$ cat config.mk
export PLATFORM = sky130hd
export DESIGN_NAME = speck_round_sched
export DESIGN_NICKNAME = d
export VERILOG_FILES = /design/src/rtl/speck_round_sched.sv
export SDC_FILE = /design/constraint.sdc
export NUM_CORES = 1
export LEC_CHECK = 0
export CAP_MARGIN = 20
export CORE_MARGIN = 10
export CORE_UTILIZATION = 58
export DETAILED_ROUTE_END_ITERATION = 8
export PLACE_DENSITY = 0.93
export REMOVE_ABC_BUFFERS = 1
export SYNTH_ARGS = -nofsm -noshare
export SYNTH_HDL_FRONTEND = slang
export SYNTH_SLANG_ARGS = --single-unit
$ cat constraint.sdc
create_clock -name clk -period 3.8 [get_ports clk]
set_clock_uncertainty 0.2 [all_clocks]
set_input_delay 0.57 -clock clk [delete_from_list [all_inputs] [get_ports clk]]
set_output_delay 0.57 -clock clk [all_outputs]
set_load 0.005 [all_outputs]
$ cat src/rtl/speck_round_sched.sv
// Iterative SPECK32/64 controller: one shared round plus an on-the-fly key schedule.
// Optional decrypt support (KEYEXP state + round-key file) is built when SPECK_DECRYPT_EN is defined.
module speck_round_sched #(
    parameter int unsigned ROUNDS = 22,
    parameter int unsigned ALPHA  = 7,
    parameter int unsigned BETA   = 2
) (
    input  logic        clk,
    input  logic        rst_n,
    input  logic        in_valid,
    output logic        in_ready,
    input  logic        in_dec,
    input  logic [63:0] in_key,
    input  logic [31:0] in_data,
    output logic        out_valid,
    input  logic        out_ready,
    output logic [31:0] out_data,
    output logic        busy
);

    typedef enum logic [1:0] {
        IDLE,
`ifdef SPECK_DECRYPT_EN
        KEYEXP,
`endif
        RUN,
        DONE
    } state_t;

    localparam logic [4:0] RC_LAST  = 5'(ROUNDS - 1);
    localparam logic [4:0] RC_KLAST = 5'(ROUNDS - 2);

    state_t      state;
    state_t      state_nxt;
    state_t      start_state;

    logic [15:0] x;
    logic [15:0] y;
    logic [15:0] k;
    logic [15:0] l0;
    logic [15:0] l1;
    logic [15:0] l2;
    logic [4:0]  rc;

    logic [15:0] enc_x;
    logic [15:0] enc_y;
    logic [15:0] l_new;
    logic [15:0] k_nxt;
    logic [15:0] round_x;
    logic [15:0] round_y;
    logic        last_round;

    function automatic logic [15:0] rotr(input logic [15:0] v, input int unsigned n);
        return 16'((v >> n) | (v << (16 - n)));
    endfunction

    function automatic logic [15:0] rotl(input logic [15:0] v, input int unsigned n);
        return 16'((v << n) | (v >> (16 - n)));
    endfunction

    // Forward round and key-schedule step, shared by RUN (encrypt) and KEYEXP
    assign enc_x = (rotr(x, ALPHA) + y) ^ k;
    assign enc_y = rotl(y, BETA) ^ enc_x;
    assign l_new = (k + rotr(l0, ALPHA)) ^ {11'd0, rc};
    assign k_nxt = rotl(k, BETA) ^ l_new;

`ifdef SPECK_DECRYPT_EN
    logic        dec;
    logic [15:0] rk [ROUNDS];
    logic [15:0] k_rc;
    logic [15:0] dec_x;
    logic [15:0] dec_y;

    assign k_rc        = rk[rc];
    assign dec_y       = rotr(y ^ x, BETA);
    assign dec_x       = rotl((x ^ k_rc) - dec_y, ALPHA);
    assign round_x     = dec ? dec_x : enc_x;
    assign round_y     = dec ? dec_y : enc_y;
    assign last_round  = dec ? (rc == 5'd0) : (rc == RC_LAST);
    assign start_state = (in_dec && ROUNDS > 1) ? KEYEXP : RUN;

    // Round keys k_i are stored at index i for every operation
    always_ff @(posedge clk) begin
        case (state)
            IDLE:    if (in_valid) rk[0] <= in_key[15:0];
            KEYEXP:  rk[rc + 5'd1] <= k_nxt;
            RUN:     if (!dec) rk[rc] <= k;
            default: ;
        endcase
    end
`else
    logic dec_unused;

    assign dec_unused  = in_dec;
    assign round_x     = enc_x;
    assign round_y     = enc_y;
    assign last_round  = (rc == RC_LAST);
    assign start_state = RUN;
`endif

    always_ff @(posedge clk or negedge rst_n) begin
        if (!rst_n) state <= IDLE;
        else        state <= state_nxt;
    end

    always_comb begin
        state_nxt = state;
        case (state)
            IDLE:    if (in_valid) state_nxt = start_state;
`ifdef SPECK_DECRYPT_EN
            KEYEXP:  if (rc == RC_KLAST) state_nxt = RUN;
`endif
            RUN:     if (last_round) state_nxt = DONE;
            DONE:    if (out_ready) state_nxt = IDLE;
            default: state_nxt = IDLE;
        endcase
    end

    always_ff @(posedge clk or negedge rst_n) begin
        if (!rst_n) begin
            x        <= '0;
            y        <= '0;
            k        <= '0;
            l0       <= '0;
            l1       <= '0;
            l2       <= '0;
            rc       <= '0;
            out_data <= '0;
`ifdef SPECK_DECRYPT_EN
            dec      <= 1'b0;
`endif
        end else begin
            case (state)
                IDLE: begin
                    if (in_valid) begin
                        x  <= in_data[31:16];
                        y  <= in_data[15:0];
                        k  <= in_key[15:0];
                        l0 <= in_key[31:16];
                        l1 <= in_key[47:32];
                        l2 <= in_key[63:48];
                        rc <= '0;
`ifdef SPECK_DECRYPT_EN
                        dec <= in_dec;
`endif
                    end
                end
`ifdef SPECK_DECRYPT_EN
                KEYEXP: begin
                    k  <= k_nxt;
                    l0 <= l1;
                    l1 <= l2;
                    l2 <= l_new;
                    rc <= rc + 5'd1;
                end
`endif
                RUN: begin
                    x <= round_x;
                    y <= round_y;
`ifdef SPECK_DECRYPT_EN
                    if (dec) begin
                        if (!last_round) rc <= rc - 5'd1;
                    end else begin
                        k  <= k_nxt;
                        l0 <= l1;
                        l1 <= l2;
                        l2 <= l_new;
                        rc <= rc + 5'd1;
                    end
`else
                    k  <= k_nxt;
                    l0 <= l1;
                    l1 <= l2;
                    l2 <= l_new;
                    rc <= rc + 5'd1;
`endif
                    if (last_round) out_data <= {round_x, round_y};
                end
                default: ;
            endcase
        end
    end

    assign in_ready  = (state == IDLE);
    assign busy      = (state != IDLE);
    assign out_valid = (state == DONE);

endmodule

==> flow_summary.yaml <==
floorplanning:
  initial_utilization: 0.587
  dieHeight_um: 136
  rows: 42
  ios: 136
  die_x_um: 136
  coreArea_um2: 13200
  die_area_um2: 18400
cells_and_area:
  diodes: 0
  layout-drive-gt1-share: 0.0690
  regArea_um2: 3380
  multi_input_area_um2: 4110
  syn_to_final_growth_pct: 25.5
  nFillCells: 923
  fin_nets: 1068
placement:
  hpwl_um: 16500
  io_buffer_count: 134
  dp_slack_ns: 1.00
  gp_congestion: 0.985
routing:
  vias_per_cell: 6.53
  vias: 7299
  drt_iter0_markers: 734
  avgRoutedWirePerCell_um: 20.6
  drcViolationCount: 0
  ant_nets: 0
  firstDrtPassIters: 5
  wl_um: 23100
logic_synthesis:
  synth_fa_ha_area_frac: 0.0568
  synth.mux.area_fraction: 0.0115
  syn_area_um2: 7750
  avgSynthCellArea_um2: 9.42
  synth-simple-area-share: 0.0811
  synthXorXnorAreaFrac: 0.0945
  synth-compound-area-share: 0.285
  synth_seq_cells: 135
  yosys-top-cells-area: "dfrtp_1 (44%), o22ai_1 (7.8%), xnor2_1 (6.2%), ha_1 (5.2%), o21ai_0 (4.9%)"
  synth_top_family_by_area: "compound AO/OA/AOI/OAI gates"
  synth_top_area_frac: 0.436
  synth_cells: 823
  synth_flop_cell: "dfrtp_1"
  yosysWarnings: 0
  synth_area_leader_cell: "dfrtp_1"
  post-synth-top-count-cell: "dfrtp_1"
  synth_cell_types: 59
  synth_common_cells: "dfrtp_1 (135), o22ai_1 (96), o21ai_0 (76)"
  ys_seq_area_frac: 0.436
  synth-edff-count: 0
  async_flop_share: 1.00
setup_path:
  start_kind: "flip-flop"
  critPathArrivalTime_ns: 2.11
  ff2ff_path_depth: 10
  required_ns: 3.03
  r2r-end: "out_data[12]"
  startpoint: "state[0]"
  crit_type: "reg2out"
  crit_fanout: 18
  cp-end-kind: "output pin"
  reg2reg_from: "y[0]"
  r2r_slack_ns: 0.95
timing:
  report.final.hold_viol_count: 0
  maxSlewViolCount: 0
  min_period_ns: 2.88
  fmax_ghz: 0.347
  fin_ws_ns: 0.918
  slew_headroom: 0.376
  worstMarginPinSlew_ns: 0.933
  rsz0062_at_grt: "false"
  fin_tns_setup_ns: 0
  finalSetupViolCount: 0
  min_period_over_period: 0.758
cts:
  cts_max_level: 4
  cts_buffer_depth: 2
  ctsRootBufferMaster: "clkbuf_16"
  clock_latency_ns: 0.43
  hold_buffers: 0
  clk_pin_slew_ns: 0.06
  cts_tree: "done"
  cts-buffers-inserted: 17
  cts_num_sinks: 135
  post_cts_resized: 0
  post-cts-setup-buffers: 0
min_path:
  min_path_type: "in2async"
outcome:
  status: "finished clean"
global_routing:
  grt_use_total: 0.250
  grt_overflow: 0
  grt_pass1_wl_um: 36700
  antenna_found_initial: 1
  grt_pass1_vias: 7207
  grt_start_max_net_pins: 71
flow_run:
  drv_cap: 0
==> sequential cells by signal, summed over array words and instances (netlist names) <==
name      cells
out_data     32
l0           16
l1           16
l2           16
y            16
rc            5
k            16
x            16
state         2
==> layer usage <==
layer | track usage | wire length [um]
met5 | 0 | 7
met4 | 0.112 | 753
met3 | 0.0690 | 2260
met2 | 0.408 | 11000
met1 | 0.302 | 9030
==> worst max-delay path: stages (launching register included) <==
cell	delay (ns)
dfrtp_1	0.89
nor2_1	0.20
inv_1	0.09
clkdlybuf4s50_1	0.50
==> final cells by class <==
cell class                 count  share of cell area
clock buffer                  23              0.0502
clock inverter                 5             0.00257
inverter                      16             0.00618
multi-input combinational    616               0.423
sequential                   135               0.347
tap                          176              0.0226
timing repair buffer         147               0.148
==> through the flow <==
step	hold WS (ns)	instances	cell area [um^2]	util
global route	0.146	1118	9720	0.737
detailed placement	0.270	1090	9210	0.698
floorplan	0.0744	767	7540	-
CTS	0.0993	1118	9720	0.737
global placement	0.261	1090	9210	0.698
finish	0.0521	1118	9720	0.737
==> kinds of logic (layout without fill, tap and decap cells) <==
logic type | after synthesis | in the layout
AND/OR/NAND/NOR | 141 | 141
flip-flops | 135 | 135
AO/OA/AOI/OAI | 351 | 351
buffers and inverters | 72 | 191
adder cells (fa/ha/maj) | 34 | 34
multiplexers | 8 | 8
XOR/XNOR | 82 | 82
==> placed cells by master, fill, tap and decap left out, types with 20 or more instances in the layout <==
master	instances
xor2_1	26
a21oi_1	72
o22ai_1	96
nand2_1	52
o22a_1	20
clkdlybuf4s50_1	132
o21ai_0	75
dfrtp_1	135
nor2_1	47
a22oi_1	31
ha_1	32
xnor2_1	55
==> worst max path at each step <==
| stage | end |
|---|---|
| 5_1_grt | out_data[10] |
| 2_1_floorplan | out_data[18] |
| 4_1_cts | busy |
| 3_5_place_dp | out_data[12] |
| 3_3_place_gp | k[14] |
| 6_report | busy |
Power is left out: the tool's default activity adds up to more than one toggle a clock period on the data nets, which glitch-free logic cannot reach.
